`src/rtl/seg_pkg.sv`:
```
// Shared definitions for the 7-segment display scheduler: service switch
// codes, owner codes and the digit segment pattern table.
package seg_pkg;

   // One-hot service switch codes, bit 3 = service 1 ... bit 0 = service 4.
   localparam logic [3:0] SERVICE1 = 4'b1000;
   localparam logic [3:0] SERVICE2 = 4'b0100;
   localparam logic [3:0] SERVICE3 = 4'b0010;
   localparam logic [3:0] SERVICE4 = 4'b0001;

   // Display owner; also the state of the owner FSM.
   typedef enum logic [2:0] {
      OWNER_IDLE = 3'd0,
      OWNER_S1   = 3'd1,
      OWNER_S2   = 3'd2,
      OWNER_S3   = 3'd3,
      OWNER_S4   = 3'd4
   } owner_e;

   // Segment patterns for digits 0-9, active-high, bit order {g,f,e,d,c,b,a}.
   localparam logic [6:0] SEG_PATTERN [10] = '{
      7'h3F, 7'h06, 7'h5B, 7'h4F, 7'h66,
      7'h6D, 7'h7D, 7'h07, 7'h7F, 7'h6F
   };

   // Active-low cathode value with all seven segments dark.
   localparam logic [6:0] SEG_BLANK_N = 7'h7F;

   // Active-low cathode value with every segment including dp dark.
   localparam logic [7:0] SEG_OFF_N = 8'hFF;

   // Switch/finish bit that belongs to a given owner; zero for idle.
   function automatic logic [3:0] owner_onehot(input owner_e o);
      case (o)
         OWNER_S1: return SERVICE1;
         OWNER_S2: return SERVICE2;
         OWNER_S3: return SERVICE3;
         OWNER_S4: return SERVICE4;
         default:  return 4'b0000;
      endcase
   endfunction

endpackage

```
`src/rtl/seg_digit_decode.sv`:
```
// Combinational BCD-to-cathode decoder. Output is active-low {dp,g,f,e,d,c,b,a}.
// Digit codes 10-15 show no segments; blank_i darkens the whole slot,
// decimal point included.
module seg_digit_decode
   import seg_pkg::*;
(
   input  logic [3:0] digit_i,
   input  logic       dp_i,
   input  logic       blank_i,
   output logic [7:0] seg_o
);

   // Pattern lookup, inversion to active-low and blanking.
   always_comb begin
      seg_o = SEG_OFF_N;
      if (!blank_i) begin
         seg_o[7] = ~dp_i;
         if (digit_i <= 4'd9) begin
            seg_o[6:0] = ~SEG_PATTERN[digit_i];
         end else begin
            seg_o[6:0] = SEG_BLANK_N;
         end
      end
   end

endmodule

```
`src/rtl/seg_display_scheduler.sv`:
```
// Arbitrates the shared 4-digit 7-segment display between the four services
// and the idle clock view. The owner only changes at a frame boundary (tick
// while the last digit is being scanned) and the owner's value is snapshotted
// at that same boundary, so a frame is never torn. seg and anode are
// registered together, one cycle after each scan tick.
//
// finish is a single-cycle pulse; it is honoured only from the current owner
// and latches a done bit that holds the service off the display until its
// switch is dropped.
module seg_display_scheduler
   import seg_pkg::*;
#(
   parameter int SCAN_DIV    = 100000,
   parameter int BLINK_TICKS = 250
) (
   input  logic        clk_osc,
   input  logic        reset,
   input  logic [3:0]  spdt_service,
   input  logic [3:0]  finish,
   input  logic [15:0] num1,
   input  logic [15:0] num2,
   input  logic [15:0] num3,
   input  logic [15:0] num4,
   input  logic [15:0] current_time,
   input  logic [3:0]  sel1,
   input  logic [3:0]  sel2,
   output logic [7:0]  seg,
   output logic [3:0]  anode,
   output logic [2:0]  owner
);

   localparam int CW = (SCAN_DIV > 1) ? $clog2(SCAN_DIV) : 1;
   localparam int BW = (BLINK_TICKS > 1) ? $clog2(BLINK_TICKS) : 1;
   localparam logic [CW-1:0] TICK_LAST  = CW'(SCAN_DIV - 1);
   localparam logic [BW-1:0] BLINK_LAST = BW'(BLINK_TICKS - 1);

   // Scan timing
   logic [CW-1:0] tick_cnt_q;
   logic [1:0]    idx_q;
   logic          tick;
   logic          frame_end;

   // Ownership and snapshot
   logic [3:0]    done_q;
   logic [3:0]    done_d;
   owner_e        owner_q;
   owner_e        req_d;
   logic          owner_change;
   logic [15:0]   frame_val_q;
   logic [15:0]   frame_val_d;
   logic [3:0]    frame_sel_q;
   logic [3:0]    frame_sel_d;

   // Blink
   logic [BW-1:0] blink_cnt_q;
   logic          blink_on_q;

   // Output slot
   logic [3:0]    slot_digit;
   logic          slot_dp;
   logic          slot_blank;
   logic [7:0]    seg_d;
   logic [3:0]    anode_d;
   logic [7:0]    seg_q;
   logic [3:0]    anode_q;

   assign tick         = (tick_cnt_q == TICK_LAST);
   assign frame_end    = tick && (idx_q == 2'd3);
   assign owner_change = frame_end && (req_d != owner_q);

   // Scan divider and digit index; idx advances once per digit slot.
   always_ff @(posedge clk_osc or posedge reset) begin
      if (reset) begin
         tick_cnt_q <= '0;
         idx_q      <= 2'd0;
      end else begin
         if (tick) begin
            tick_cnt_q <= '0;
            idx_q      <= idx_q + 2'd1;
         end else begin
            tick_cnt_q <= tick_cnt_q + CW'(1);
         end
      end
   end

   // Done bits: set by the owner's own finish, cleared whenever the switch is
   // down. Kept combinational so a finish on the boundary cycle is seen by
   // the request below in that same cycle.
   assign done_d = (done_q | (finish & owner_onehot(owner_q))) & spdt_service;

   // Request: exactly one switch up and not yet finished, otherwise idle.
   always_comb begin
      req_d = OWNER_IDLE;
      case (spdt_service)
         SERVICE1: if (!done_d[3]) req_d = OWNER_S1;
         SERVICE2: if (!done_d[2]) req_d = OWNER_S2;
         SERVICE3: if (!done_d[1]) req_d = OWNER_S3;
         SERVICE4: if (!done_d[0]) req_d = OWNER_S4;
         default:  req_d = OWNER_IDLE;
      endcase
   end

   // Source selection for the snapshot taken on behalf of the next owner.
   always_comb begin
      frame_val_d = current_time;
      frame_sel_d = 4'b0000;
      case (req_d)
         OWNER_S1: begin
            frame_val_d = num1;
            frame_sel_d = sel1;
         end
         OWNER_S2: begin
            frame_val_d = num2;
            frame_sel_d = sel2;
         end
         OWNER_S3: frame_val_d = num3;
         OWNER_S4: frame_val_d = num4;
         default:  frame_val_d = current_time;
      endcase
   end

   // Done register.
   always_ff @(posedge clk_osc or posedge reset) begin
      if (reset) begin
         done_q <= 4'b0000;
      end else begin
         done_q <= done_d;
      end
   end

   // Owner FSM and frame snapshot; both move only at a frame boundary.
   always_ff @(posedge clk_osc or posedge reset) begin
      if (reset) begin
         owner_q     <= OWNER_IDLE;
         frame_val_q <= 16'h0000;
         frame_sel_q <= 4'b0000;
      end else if (frame_end) begin
         owner_q     <= req_d;
         frame_val_q <= frame_val_d;
         frame_sel_q <= frame_sel_d;
      end
   end

   // Blink phase: toggles every BLINK_TICKS slots, restarts lit on a new owner.
   always_ff @(posedge clk_osc or posedge reset) begin
      if (reset) begin
         blink_cnt_q <= '0;
         blink_on_q  <= 1'b1;
      end else if (owner_change) begin
         blink_cnt_q <= '0;
         blink_on_q  <= 1'b1;
      end else if (tick) begin
         if (blink_cnt_q == BLINK_LAST) begin
            blink_cnt_q <= '0;
            blink_on_q  <= ~blink_on_q;
         end else begin
            blink_cnt_q <= blink_cnt_q + BW'(1);
         end
      end
   end

   // Digit, decimal point, blink blanking and anode for the slot being scanned.
   // frame_sel bit 3 is the leftmost digit, so the slot's bit is 3-idx (~idx).
   always_comb begin
      case (idx_q)
         2'd0:    slot_digit = frame_val_q[15:12];
         2'd1:    slot_digit = frame_val_q[11:8];
         2'd2:    slot_digit = frame_val_q[7:4];
         default: slot_digit = frame_val_q[3:0];
      endcase
      slot_dp    = (idx_q == 2'd1);
      slot_blank = ~blink_on_q & frame_sel_q[~idx_q];
      anode_d    = ~(4'b1000 >> idx_q);
   end

   seg_digit_decode u_decode (
      .digit_i (slot_digit),
      .dp_i    (slot_dp),
      .blank_i (slot_blank),
      .seg_o   (seg_d)
   );

   // Output registers; seg and anode always load on the same tick.
   always_ff @(posedge clk_osc or posedge reset) begin
      if (reset) begin
         seg_q   <= SEG_OFF_N;
         anode_q <= 4'b1111;
      end else if (tick) begin
         seg_q   <= seg_d;
         anode_q <= anode_d;
      end
   end

   assign seg   = seg_q;
   assign anode = anode_q;
   assign owner = owner_q;

endmodule

```
`config.mk`:
```
export PLATFORM = sky130hd
export DESIGN_NAME = seg_display_scheduler
export DESIGN_NICKNAME = d
export VERILOG_FILES = /design/src/rtl/seg_pkg.sv /design/src/rtl/seg_digit_decode.sv /design/src/rtl/seg_display_scheduler.sv
export SDC_FILE = /design/constraint.sdc
export NUM_CORES = 1
export LEC_CHECK = 0
export ABC_AREA = 1
export BUFFER_PORTS_ARGS = -buffer_cell sky130_fd_sc_hd__buf_4
export CAP_MARGIN = 15
export CORE_MARGIN = 2
export CORE_UTILIZATION = 30
export CTS_CLUSTER_DIAMETER = 100
export DETAILED_ROUTE_END_ITERATION = 10
export HOLD_SLACK_MARGIN = 0.12
export SETUP_SLACK_MARGIN = 0.1
export SLEW_MARGIN = 5
export SYNTH_ARGS = -nofsm -noshare
export SYNTH_HDL_FRONTEND = slang
export SYNTH_HIERARCHICAL = 1
export SYNTH_SLANG_ARGS = --single-unit
```
`constraint.sdc`:
```
create_clock -name clk_osc -period 3.5 [get_ports clk_osc]
set_clock_uncertainty 0.1 [all_clocks]
set_input_delay 0.175 -clock clk_osc [delete_from_list [all_inputs] [get_ports clk_osc]]
set_output_delay 0.175 -clock clk_osc [all_outputs]
set_load 0.01 [all_outputs]
```
==> Word level (Yosys, flattened, before mapping) <==
Memory sizes are Yosys's and may differ from the RTL's.
Index checks and enable logic that the tools add are counted.
{ "classes": {"n_addsub": 3, "magnitude_cmp": 3, "eq_ne": 18, "n_shift": 1, "mux": 22, "bitwise_logic": 10, "n_reduce_logical": 6} }
{ "ops": {"columns": ["cell", "n"], "rows": [
  ["$pmux 16 s4", 1],
  ["$mux 8", 4],
  ["$mux 7", 3],
  ["$add 17x1->17 const B", 1],
  ["$eq 17x17->1 const B", 1],
  ["$mux 17", 1],
  ["$pmux 4 s4", 1],
  ["$eq 3x2->1 const B", 4],
  ["$pmux 3 s4", 1],
  ["$pmux 4 s3", 1],
  ["$add 8x1->8 const B", 1],
  ["$and 4x4->4", 2],
  ["$eq 8x8->1 const B", 1],
  ["$pmux 4 s2", 1],
  ["$not 7->7", 1],
  ["$eq 3x1->1 const B", 2],
  ["$eq 3x3->1 const B", 2],
  ["$ge 5x5->1 const B", 1],
  ["$mux 1", 5],
  ["$not 4->5", 1],
  ["$eq 2x2->1 const B", 2],
  ["$eq 4x1->1 const B", 1],
  ["$eq 4x2->1 const B", 1],
  ["$eq 4x3->1 const B", 1],
  ["19 further kinds", 23]
]} }
{ "totals": {"reg_bits": 67, "mem_bits_ro": 112, "in_bits": 98, "output_inout_bits": 15, "word_cells": 74, "mem_count": 1} }
{ "memory_table": {"columns": ["memory", "depth", "width", "read_ports", "rd_clocked_by_memory_dff", "write_ports", "line_no", "rtl"], "rows": [
  ["(no name shown)", 16, 7, 1, 0, 0, "seg_digit_decode.sv:19", "seg_o[6:0] = ~SEG_PATTERN[digit_i];"]
]} }

==> Logic depth before layout (Yosys ltp) <==
Gate-level depths: netlist (run 1).
{ "depth": {"depth_word": 11, "ltp_mapped": 14, "mapped_depth_nobuf": 14} }

==> By module <==
The synthesis (run 1) kept the hierarchy.
{ "by_module_without_submodules": {"columns": ["module", "n_inst", "cells_per_inst", "area_each_um2", "seq_area_each_um2"], "rows": [
  ["seg_display_scheduler", 1, 527, 3947.5, 1692.9],
  ["seg_digit_decode", 1, 39, 227.7, 0.0]
]} }

==> Worst setup path after synthesis (run 1) <==
Ideal clock, no wire load.
{ "synth_path": {"path_kind": "register to register", "startpoint": "register idx_q[0]", "endpoint": "register seg_q[4] (netlist: seg[4])", "setup_time_ns": 0.061, "t_arrival_ns": 2.064, "required_ns": 3.339, "setup_slack_ns": 1.275, "path_stages_with_launch": 14, "path_buffers": 0, "synth_period_minus_slack_ns": 2.225, "cell_sequence": "dfrtp_1 > inv_1 > ha_1 > inv_1 > o22ai_1 > a21oi_1 > o21ai_0 > inv_1 > ha_1 > o21ai_2 > nand2_4 > nand3_1 > nand2_1 > nand2_1"} }
{ "synth_via": {"elab_chain_len": 9, "elab_cells_between_ends": 16, "classes_between": "order compare: 1; eq/ne: 2; mux: 7; bitwise: 4; reduce/logical: 1; memory: 1"} }
{ "synth_lines": {"columns": ["element", "line_no", "rtl"], "rows": [
  ["start: declaration", "seg_display_scheduler.sv:39", "logic [1:0] idx_q;"],
  ["start signal: assignment", "seg_display_scheduler.sv:79", "idx_q <= idx_q + 2'd1;"],
  ["$eq 2x2->1, or another cell as far along", "seg_display_scheduler.sv:165", "case (idx_q)"],
  ["$pmux 4 s3 *", "seg_display_scheduler.sv:165", null],
  ["named net slot_digit[1]", "seg_display_scheduler.sv:59", "logic [3:0] slot_digit;"],
  ["$not 4->5 (implied by the code)", "seg_digit_decode.sv:19", null],
  ["$mem_v2 16x7", null, null],
  ["$mux 7 (implied by the code) (2 in series)", "seg_digit_decode.sv:19", null],
  ["$not 7->7", "seg_digit_decode.sv:19", null],
  ["$mux 7 *", "seg_digit_decode.sv:18", "if (digit_i <= 4'd9) begin"],
  ["$mux 8 *", "seg_digit_decode.sv:16", "if (!blank_i) begin"],
  ["named net seg_d[4]", "seg_display_scheduler.sv:62", "logic [7:0] seg_d;"],
  ["end signal: assignment", "seg_display_scheduler.sv:189", "seg_q <= seg_d;"],
  ["end: declaration", "seg_display_scheduler.sv:64", "logic [7:0] seg_q;"]
]} }
Mark *: on every way through the listed nets, which the timed path passes. The rest lies on a longest branch. The select of a mux whose other input is x is not followed.
A chain may end at the register's enable or synchronous reset.

==> Worst setup path after layout (run 1) <==
{ "layout_path": {"startpoint": "register tick_cnt_q[0]", "endpoint": "register frame_val_q[10]"} }
{ "layout_via": {"elab_chain_len": 2} }
{ "layout_lines": {"columns": ["element", "line_no", "rtl"], "rows": [
  ["start: declaration", "seg_display_scheduler.sv:38", "logic [CW-1:0] tick_cnt_q;"],
  ["start signal: assignment", "seg_display_scheduler.sv:81", "tick_cnt_q <= tick_cnt_q + CW'(1);"],
  ["$eq 17x17->1", "seg_display_scheduler.sv:67", "assign tick = (tick_cnt_q == TICK_LAST);"],
  ["$logic_and 1x1->1", "seg_display_scheduler.sv:68", "assign frame_end = tick && (idx_q == 2'd3);"],
  ["end signal: assignment", "seg_display_scheduler.sv:139", "frame_val_q <= frame_val_d;"],
  ["end: declaration", "seg_display_scheduler.sv:49", "logic [15:0] frame_val_q;"]
]} }
Every way passes these cells.

==> flow_metrics.env, run 1 <==
export IMPL_dp_cells=848
export IMPL_slew_violations=0
export IMPL_rows=43
export IMPL_ys_seq_area_share_pct=40.5
export IMPL_switching_share_pct=22.3
export IMPL_cp_start_kind="flip-flop"
export IMPL_slowest_stage="dlygate4sd3_1"
export IMPL_start_util_pct=30.4
export IMPL_gp_congestion=0.886
export IMPL_crit_type="reg -> reg"
export IMPL_pwr_share_comb_pct=10.0
export IMPL_cts_max_level=3
export IMPL_rsz0062_at_grt="no"
export IMPL_synth_fa_ha_area_share_pct=4.20
export IMPL_p_int_mw=1.43
export IMPL_netlist_area_sq_mm=0.00418
export IMPL_synth_simple_area_share_pct=31.0
export IMPL_cts_buffers=9
export IMPL_cts_root_buf="clkbuf_16"
export IMPL_drc=0
export IMPL_gr_total_overflow=0
export IMPL_insertedDiodeCount=0
export IMPL_syn_mean_instance_area_sq_um=7.38
export IMPL_async_reset_ff_share_pct=100
export IMPL_ys_warn_count=6
export IMPL_p_seq_share_pct=42.1
export IMPL_drive_gt1_share_pct=23.9
export IMPL_gr_usage_all_layers_pct=16.7
export IMPL_end_kind="flip-flop"
export IMPL_syn_inst=566
export IMPL_highest_signal_layer="met4"
export IMPL_cts_sink_count=67
export IMPL_synth_distinct_cells=41
export IMPL_crit_buf_inv=4
export IMPL_synthTopCellsByArea="dfrtp_1, nand2_1, dfstp_2"
export IMPL_grt_pass1_wl_mm=19.8
export IMPL_worstPathCellList="ha_1, nand2_1, inv_1, nand2_1, nor2_2, nand3_2, buf_4, nor2_2, buf_4, o21ai_2, o22ai_1, dlygate4sd3_1"
export IMPL_hpwl_mm=9.06
export IMPL_core_area_sq_mm=0.0137
export IMPL_met3_length_um=693
export IMPL_clock_latency_ns=0.33
export IMPL_num_vias=4246
export IMPL_finalCritPeriodShare_pct=81.5
export IMPL_dieArea_sq_mm=0.0149
export IMPL_setup_viol_count_final=0
export IMPL_relSlewSlack_pct=36.2
export IMPL_power_density_mw_per_mm2=315
export IMPL_fmax_mhz=350
export IMPL_cp_max_fo=19
export IMPL_cpPeakStageDelay_ns=0.57
export IMPL_synth_area_mux_share_pct=0
export IMPL_synth_top_family_by_area="simple AND/OR/NAND/NOR gates"
export IMPL_fin_crit_ns=2.85
export IMPL_ys_top_cells_by_count="nand2_1, inv_1, dfrtp_1, nor2_1, nand3_1"
export IMPL_p_sw_mw=0.412
export IMPL_crit_arrival_ns=3.02
export IMPL_critPathTopFamily="buffers and inverters"
export IMPL_crit_required_ns=3.67
export IMPL_synth_largest_area_cell="dfrtp_1"
export IMPL_antenna_found_initial=0
export IMPL_cts_resized=0
export IMPL_ant_nets=0
export IMPL_grt_max_degree=46
export IMPL_power_total_mw=1.84
export IMPL_routedLengthMet1_mm=5.40
export IMPL_routed_wl_mm=11.9
export IMPL_vdd_ir_drop_worst_mv=0.239
export IMPL_io_pin_count=113
export IMPL_wl_met2_mm=5.60
export IMPL_pwr_share_clk_pct=47.9
export IMPL_fin_nets=828
export IMPL_postCtsHoldBufs=37
export IMPL_synth_xor_area_share_pct=2.31
export IMPL_tritoncts="yes"
export IMPL_outcome="finished, final reports clean"
export IMPL_hold_viol_final=0
export IMPL_clk_pin_slew_ns=0.06
export IMPL_fin_setup_tns_ns=0
export IMPL_port_buffers=112
export IMPL_areaGrowthSynthToFinish_pct=40.2
export IMPL_hp_class="in -> reg"
export IMPL_synth_top_area_share_pct=32.4
export IMPL_synth_nets=678
export IMPL_fin_cells=901
export IMPL_ys_seq_elements=67
export IMPL_drt_iter0_markers=336
export IMPL_fp_dieW_um=122
export IMPL_synth_edf_count=0
export IMPL_yosys_cell_count_top_type="nand2_1"
export IMPL_dieHeight_um=122
export IMPL_synth_ff_type="dfrtp_1"
export IMPL_max_cap_viol_count=0
export IMPL_vias_per_cell=4.71
export IMPL_dr_pass1_iters=6
export IMPL_leakage_nw=2.91
export IMPL_grt_pass1_vias=4297
export IMPL_cts_setup_buffers=0
export IMPL_worst_slew_pin_slew_ns=0.955
export IMPL_wire_per_inst_um=13.2
export IMPL_cts_buffer_depth=2
export IMPL_synth_compound_area_share_pct=12.5
[power groups by stage]
stage / clock, mW / combinational (mW) / sequential [mW]
3_3_place_gp: 0 / 0.161 / 0.789
3_5_place_dp: 0 / 0.165 / 0.789
5_1_grt: 0.945 / 0.204 / 0.775
2_1_floorplan: 0 / 0.0628 / 0.789
4_1_cts: 0.908 / 0.188 / 0.776
6_report: 0.883 / 0.185 / 0.776
[worst min-delay path, stage by stage]
cell	delay (ns)
buf_4	0.08
nand2_1	0.05
nand4_1	0.06
nor2_1	0.04
o22ai_1	0.11
[layout by cell type, fill, tap and decap left out, types with 9 or more instances in the layout]
master           n
a21oi_1         22
buf_4          116
clkbuf_16        9
dfrtp_1         54
dfstp_2         13
dlygate4sd3_1   37
ha_1            14
inv_1           75
nand2_1        158
nand3_1         32
nand4_1         24
nor2_1          45
nor3_1           9
o21ai_0         24
o22ai_1         16
xor2_1          10
[worst paths after layout]
kind | start | endpoint | slack [ns] | depth (start not counted)
worst min-delay path | num4[4] | frame_val_q[4] | 0.13 | 5
worst max register to register | tick_cnt_q[0] | frame_val_q[10] | 0.65 | 12
worst min register to register | tick_cnt_q[0] | tick_cnt_q[0] | 0.36 | 1
max in group asynchronous | reset | blink_on_q | 1.86 | 4
min in group asynchronous | reset | tick_cnt_q[8] | 0.53 | 3
worst max-delay path | tick_cnt_q[0] | frame_val_q[10] | 0.65 | 12
[cell families after synthesis]
family / Yosys count
xor gates and xnor gates: 11
buffers and inverters: 97
DFF: 67
AOI/OAI and AO/OA: 88
and+or+nand+nor: 289
adders and majority gates: 14
[metal layers]
layer	GRT usage, %	vias up
li1	-	2135
met1	21.1	1943
met2	27.9	152
met3	4.12	16
met4	5.68	0
met5	0	-
[flip-flops by register name, indices dropped and copies added (netlist names)]
| name | count |
|---|---|
| idx_q | 2 |
| frame_val_q | 16 |
| frame_sel_q | 4 |
| anode | 4 |
| tick_cnt_q | 17 |
| done_q | 4 |
| seg | 8 |
| blink_cnt_q | 8 |
| blink_on_q | 1 |
| owner | 3 |
[per-stage QoR]
| stage | hold slack, ns | setup WS, ns | instance area, sq um | utilization [%] |
|---|---|---|---|---|
| final | 0.131 | 0.647 | 5850 | 42.7 |
| after global routing | 0.129 | 0.381 | 5850 | 42.7 |
| after CTS | 0.123 | 0.653 | 5850 | 42.7 |
| after detailed placement | 0.351 | 0.924 | 5190 | 37.9 |
| after global placement | 0.340 | 1.14 | 5190 | 37.9 |
| after floorplan | 0.217 | 1.27 | 4180 | - |
[cell type report]
class	count	area [sq um]
Tap cell	180	225
Clock buffer	12	236
Fill cell	1405	7870
Clock inverter	4	52.6
Timing Repair Buffer	153	1240
Multi-Input combinational cell	402	2090
Inverter	83	319
Sequential cell	67	1690
(Power assumes the default switching activity.)
==> run 2, diff against run 1 <==
- clock period: 3.5 -> 2.7 ns (I/O delays scaled with it)
==> flow_metrics.env, run 2 (same netlist as run 1, synthesis figures left out) <==
export IMPL_fin_nets=870
export IMPL_drt_iter0_markers=260
export IMPL_postLayoutCoreUtil_pct=45.7
export IMPL_rsz0062_at_grt="no"
export IMPL_relSlewSlack_pct=61.9
export IMPL_layout_setup_ws_ns=0.244
export IMPL_wire_per_inst_um=13.9
export IMPL_start_util_pct=30.4
export IMPL_leakage_nw=3.07
export IMPL_fin_crit_ns=2.46
export IMPL_antenna_found_initial=0
export IMPL_cp_max_fo=17
export IMPL_gr_total_overflow=0
export IMPL_vias_per_cell=4.77
export IMPL_fp_dieW_um=122
export IMPL_slew_violations=0
export IMPL_largest_reg_flops=17
export IMPL_top_regs="tick_cnt_q x17, frame_val_q x16"
export IMPL_end_kind="flip-flop"
export IMPL_fmax_mhz=407
export IMPL_drc=0
export IMPL_crit_required_ns=2.82
export IMPL_dieHeight_um=122
export IMPL_hp_class="in -> reg"
export IMPL_cts_buffers=9
export IMPL_holdCritStartpoint="num3[7]"
export IMPL_max_cap_viol_count=0
export IMPL_clock_latency_ns=0.33
export IMPL_layout_common_cells="nand2_1, buf_4, inv_1, dlygate4sd3_1, dfrtp_1"
export IMPL_cts_sink_count=67
export IMPL_drive_gt1_share_pct=24.0
export IMPL_routed_wl_mm=13.1
export IMPL_cts_root_buf="clkbuf_16"
export IMPL_tritoncts="yes"
export IMPL_areaGrowthSynthToFinish_pct=50.1
export IMPL_worst_slew_pin_slew_ns=0.567
export IMPL_io_pin_count=113
export IMPL_dieArea_sq_mm=0.0149
export IMPL_core_area_sq_mm=0.0137
export IMPL_hpwl_mm=9.10
export IMPL_hold_viol_final=0
export IMPL_num_vias=4498
export IMPL_rows=43
export IMPL_r2r_start="owner[2]"
export IMPL_grt_pass1_vias=4531
export IMPL_gr_usage_all_layers_pct=18.1
export IMPL_grt_max_degree=44
export IMPL_mostFrequentLayoutCell="nand2_1"
export IMPL_cts_buffer_depth=2
export IMPL_vdd_ir_drop_worst_mv=0.308
export IMPL_clk_pin_slew_ns=0.05
export IMPL_crit_type="in -> reg"
export IMPL_fin_setup_tns_ns=0
export IMPL_startpoint="spdt_service[1]"
export IMPL_power_density_mw_per_mm2=382
export IMPL_dr_pass1_iters=5
export IMPL_port_buffers=112
export IMPL_cts_max_level=3
export IMPL_finalCritPeriodShare_pct=91.0
export IMPL_insertedDiodeCount=0
export IMPL_gp_congestion=0.936
export IMPL_ant_nets=0
export IMPL_grt_pass1_wl_mm=21.3
export IMPL_crit_arrival_ns=2.57
export IMPL_cp_start_kind="primary input"
export IMPL_regMostFlops="tick_cnt_q"
export IMPL_place_ws_ns=0.185
export IMPL_setup_viol_count_final=0
export IMPL_outcome="finished, final reports clean"
[run 2: cell count changes in the layout (fill, tap and decap cells not counted), sizes merged]
cell         previous run  this run
clkinvlp                0         3
inv                    82        80
clkbuf                 12        14
clkinv                  4         3
buf                   116       123
bufinv                  1         0
dlygate4sd3            37        71
[run 2: cell type report]
cell class                 count  area [sq um]
clock inverter                 2          10.0
fill                        1332          7450
sequential                    67          1690
multi-input combinational    402          2090
timing repair inverter         1          5.00
timing repair buffer         194          1650
inverter                      83           327
tap                          180           225
clock buffer                  14           264
[run 2: repair_timing]
item                       4_1_cts  5_1_grt
hold buffers                    71        0
gates resized for setup          0        5
setup endpoints to repair        0        9
hold endpoints to repair        47        0
buffers inserted                 0        5
[run 2: worst paths after layout]
path,endpoint,cells past startpoint,slack [ns]
worst min-delay path,frame_val_q[7],5,0.13
min in group asynchronous,tick_cnt_q[14],3,0.32
worst max-delay path,frame_val_q[13],12,0.24
worst max register to register,frame_val_q[1],9,0.29
worst min register to register,tick_cnt_q[0],1,0.36
max in group asynchronous,blink_on_q,4,1.49
[run 2: power breakdown]
group / total (mW) / internal (mW) / leakage [nW] / switching [mW]
clock network: 1.09 / 0.669 / 0.137 / 0.422
registers: 1.01 / 1.01 / 0.733 / 0.0000000000000000391
logic: 0.299 / 0.177 / 2.20 / 0.122
[run 2: metal layers]
layer | vias to the layer above | part of all wire [%] | GRT usage, %
met5 | - | 0 | 0
met4 | 0 | 2.1 | 6.03
met3 | 27 | 5.3 | 3.89
met2 | 171 | 48 | 30.2
met1 | 2078 | 45 | 23.1
li1 | 2222 | - | -
[run 2: through the flow]
stage / power, mW / instance area, sq um / instances / hold slack [ns]
6_report: 2.40 / 6270 / 943 / 0.132
2_1_floorplan: 1.10 / 4180 / 566 / 0.177
3_3_place_gp: 1.24 / 5220 / 850 / 0.124
3_5_place_dp: 1.24 / 5220 / 850 / 0.137
5_1_grt: 2.50 / 6270 / 943 / 0.153
4_1_cts: 2.42 / 6210 / 937 / 0.120
[run 2: critical path, cell delays in order]
cell and delay, ns:
dlygate4sd3_1 0.53, buf_4 0.14, inv_1 0.09, nand2_1 0.06, nor2_1 0.20, nand3_2 0.15
inv_6 0.16, nor3_4 0.07, buf_4 0.19, nor3_1 0.18, o21ai_1 0.10, dlygate4sd3_1 0.55
==> run 3, diff against run 2 <==
- CORE_MARGIN: 2 -> unset
==> flow_metrics.env, run 3 (same netlist as run 1, synthesis figures left out) <==
export IMPL_rows=42
export IMPL_finalCritPeriodShare_pct=90.9
export IMPL_r2r_start="owner[2]"
export IMPL_rsz0062_at_grt="yes"
export IMPL_setup_viol_count_final=0
export IMPL_io_pin_count=113
export IMPL_place_ws_ns=0.176
export IMPL_num_vias=4325
export IMPL_power_total_mw=2.55
export IMPL_fin_crit_ns=2.45
export IMPL_fmax_mhz=408
export IMPL_largest_reg_flops=17
export IMPL_reg2regPathDepth=10
export IMPL_cp_max_fo=16
export IMPL_port_buffers=112
export IMPL_dr_pass1_iters=4
export IMPL_vdd_ir_drop_worst_mv=0.291
export IMPL_drt_iter0_markers=170
export IMPL_cp_depth=10
export IMPL_antenna_found_initial=0
export IMPL_cts_buffer_depth=2
export IMPL_regToRegEndpoint="frame_val_q[3]"
export IMPL_regMostFlops="tick_cnt_q"
export IMPL_drc=0
export IMPL_gr_usage_all_layers_pct=17.3
export IMPL_mostFrequentLayoutCell="nand2_1"
export IMPL_clock_latency_ns=0.34
export IMPL_relSlewSlack_pct=68.8
export IMPL_crit_required_ns=2.82
export IMPL_layout_common_cells="nand2_1, buf_4, inv_1, dlygate4sd3_1, dfrtp_1"
export IMPL_layout_setup_ws_ns=0.247
export IMPL_crit_type="reg -> reg"
export IMPL_power_density_mw_per_mm2=408
export IMPL_worst_slew_pin_slew_ns=0.468
export IMPL_drive_gt1_share_pct=25.7
export IMPL_routedLengthMet1_mm=5.52
export IMPL_tritoncts="yes"
export IMPL_holdCritStartpoint="num3[8]"
export IMPL_wl_met2_mm=5.79
export IMPL_cts_root_buf="clkbuf_16"
export IMPL_gr_total_overflow=0
export IMPL_highest_signal_layer="met4"
export IMPL_hold_viol_final=0
export IMPL_crit_buf_inv=3
export IMPL_areaGrowthSynthToFinish_pct=49.5
export IMPL_cp_start_kind="flip-flop"
export IMPL_top_regs="tick_cnt_q x17, frame_val_q x16"
export IMPL_start_util_pct=31.2
export IMPL_insertedDiodeCount=0
export IMPL_routed_wl_mm=12.1
export IMPL_clk_pin_slew_ns=0.06
export IMPL_fp_dieW_um=120
export IMPL_met3_length_um=632
export IMPL_ant_nets=0
export IMPL_slew_violations=0
export IMPL_ff2ff_setup_slack_ns=0.25
export IMPL_grt_pass1_vias=4217
export IMPL_vias_per_cell=4.65
export IMPL_gp_congestion=0.851
export IMPL_dieHeight_um=120
export IMPL_fill_cells=1277
export IMPL_hp_class="in -> reg"
export IMPL_cts_buffers=9
export IMPL_slowest_stage="dlygate4sd3_1"
export IMPL_critPathTopFamily="buffers and inverters"
export IMPL_leakage_nw=3.02
export IMPL_cts_sink_count=67
export IMPL_cp_common_cell="nand2_2"
export IMPL_crit_arrival_ns=2.58
export IMPL_postLayoutCoreUtil_pct=46.6
export IMPL_grt_pass1_wl_mm=19.7
export IMPL_worstHoldPathCells=5
export IMPL_core_area_sq_mm=0.0134
export IMPL_fin_setup_tns_ns=0
export IMPL_fin_nets=861
export IMPL_cpPeakStageDelay_ns=0.56
export IMPL_worstPathCellList="buf_4, nor2_2, nand2_2, nand3_4, nand2_2, nor3_4, inv_4, o21ai_1, o22ai_1, dlygate4sd3_1"
export IMPL_wire_per_inst_um=13.0
export IMPL_hpwl_mm=8.77
export IMPL_grt_max_degree=68
export IMPL_outcome="finished, final reports clean"
export IMPL_end_kind="flip-flop"
export IMPL_max_cap_viol_count=0
export IMPL_holdPathEnd="frame_val_q[8]"
export IMPL_dieArea_sq_mm=0.0144
export IMPL_cts_max_level=3
[run 3: layout make-up]
cell class                 instances  area (sq um)  share of cell area [%]
timing repair inverter             3          22.5                   0.361
clock inverter                     7           100                    1.60
timing repair buffer             183          1550                    24.7
tap                              176           220                    3.53
clock buffer                       9           225                    3.61
multi-input combinational        402          2110                    33.7
sequential                        67          1690                    27.1
inverter                          83           330                    5.29
[run 3: report_power, final]
group          total [mW]  leakage [nW]  internal (mW)         switching [mW]
Sequential           1.01         0.733           1.01  0.0000000000000000419
Combinational       0.271          2.13          0.158                  0.113
Clock                1.27         0.160          0.814                  0.460
Total                2.55          3.02           1.98                  0.573
[run 3: worst min-delay path, stage by stage]
cell and delay [ns]:
buf_4 0.08, nand2_1 0.04, nand4_1 0.08, nor2_1 0.04, o22ai_1 0.12
[run 3: how the worst max path moves through the flow]
stage                 endpoint             from  slack [ns]
6_report        frame_val_q[3]         owner[2]        0.25
5_1_grt         frame_val_q[1]    tick_cnt_q[0]        0.09
4_1_cts        frame_val_q[11]  spdt_service[1]        0.10
3_5_place_dp            seg[4]         idx_q[0]        0.18
3_3_place_gp            seg[4]         idx_q[0]        0.36
2_1_floorplan           seg[4]         idx_q[0]        0.47
[run 3: repair_timing]
action | CTS | global route
buffers inserted | 0 | 6
hold buffers | 57 | 0
resized for setup | 0 | 17
endpoints found under the hold margin | 91 | 0
setup endpoints to repair | 0 | 19
[run 3: stage by stage]
stage	std cells	instance area [sq um]	hold WS (ns)
after floorplan	566	4180	0.177
after global placement	848	5230	0.142
after detailed placement	848	5230	0.151
after CTS	921	6130	0.121
after global routing	930	6240	0.135
final	930	6240	0.116
[run 3: per-layer routing]
layer	vias up	track usage, %
li1	2211	-
met1	1975	21.9
met2	122	28.7
met3	17	4.61
met4	0	5.00
met5	-	0
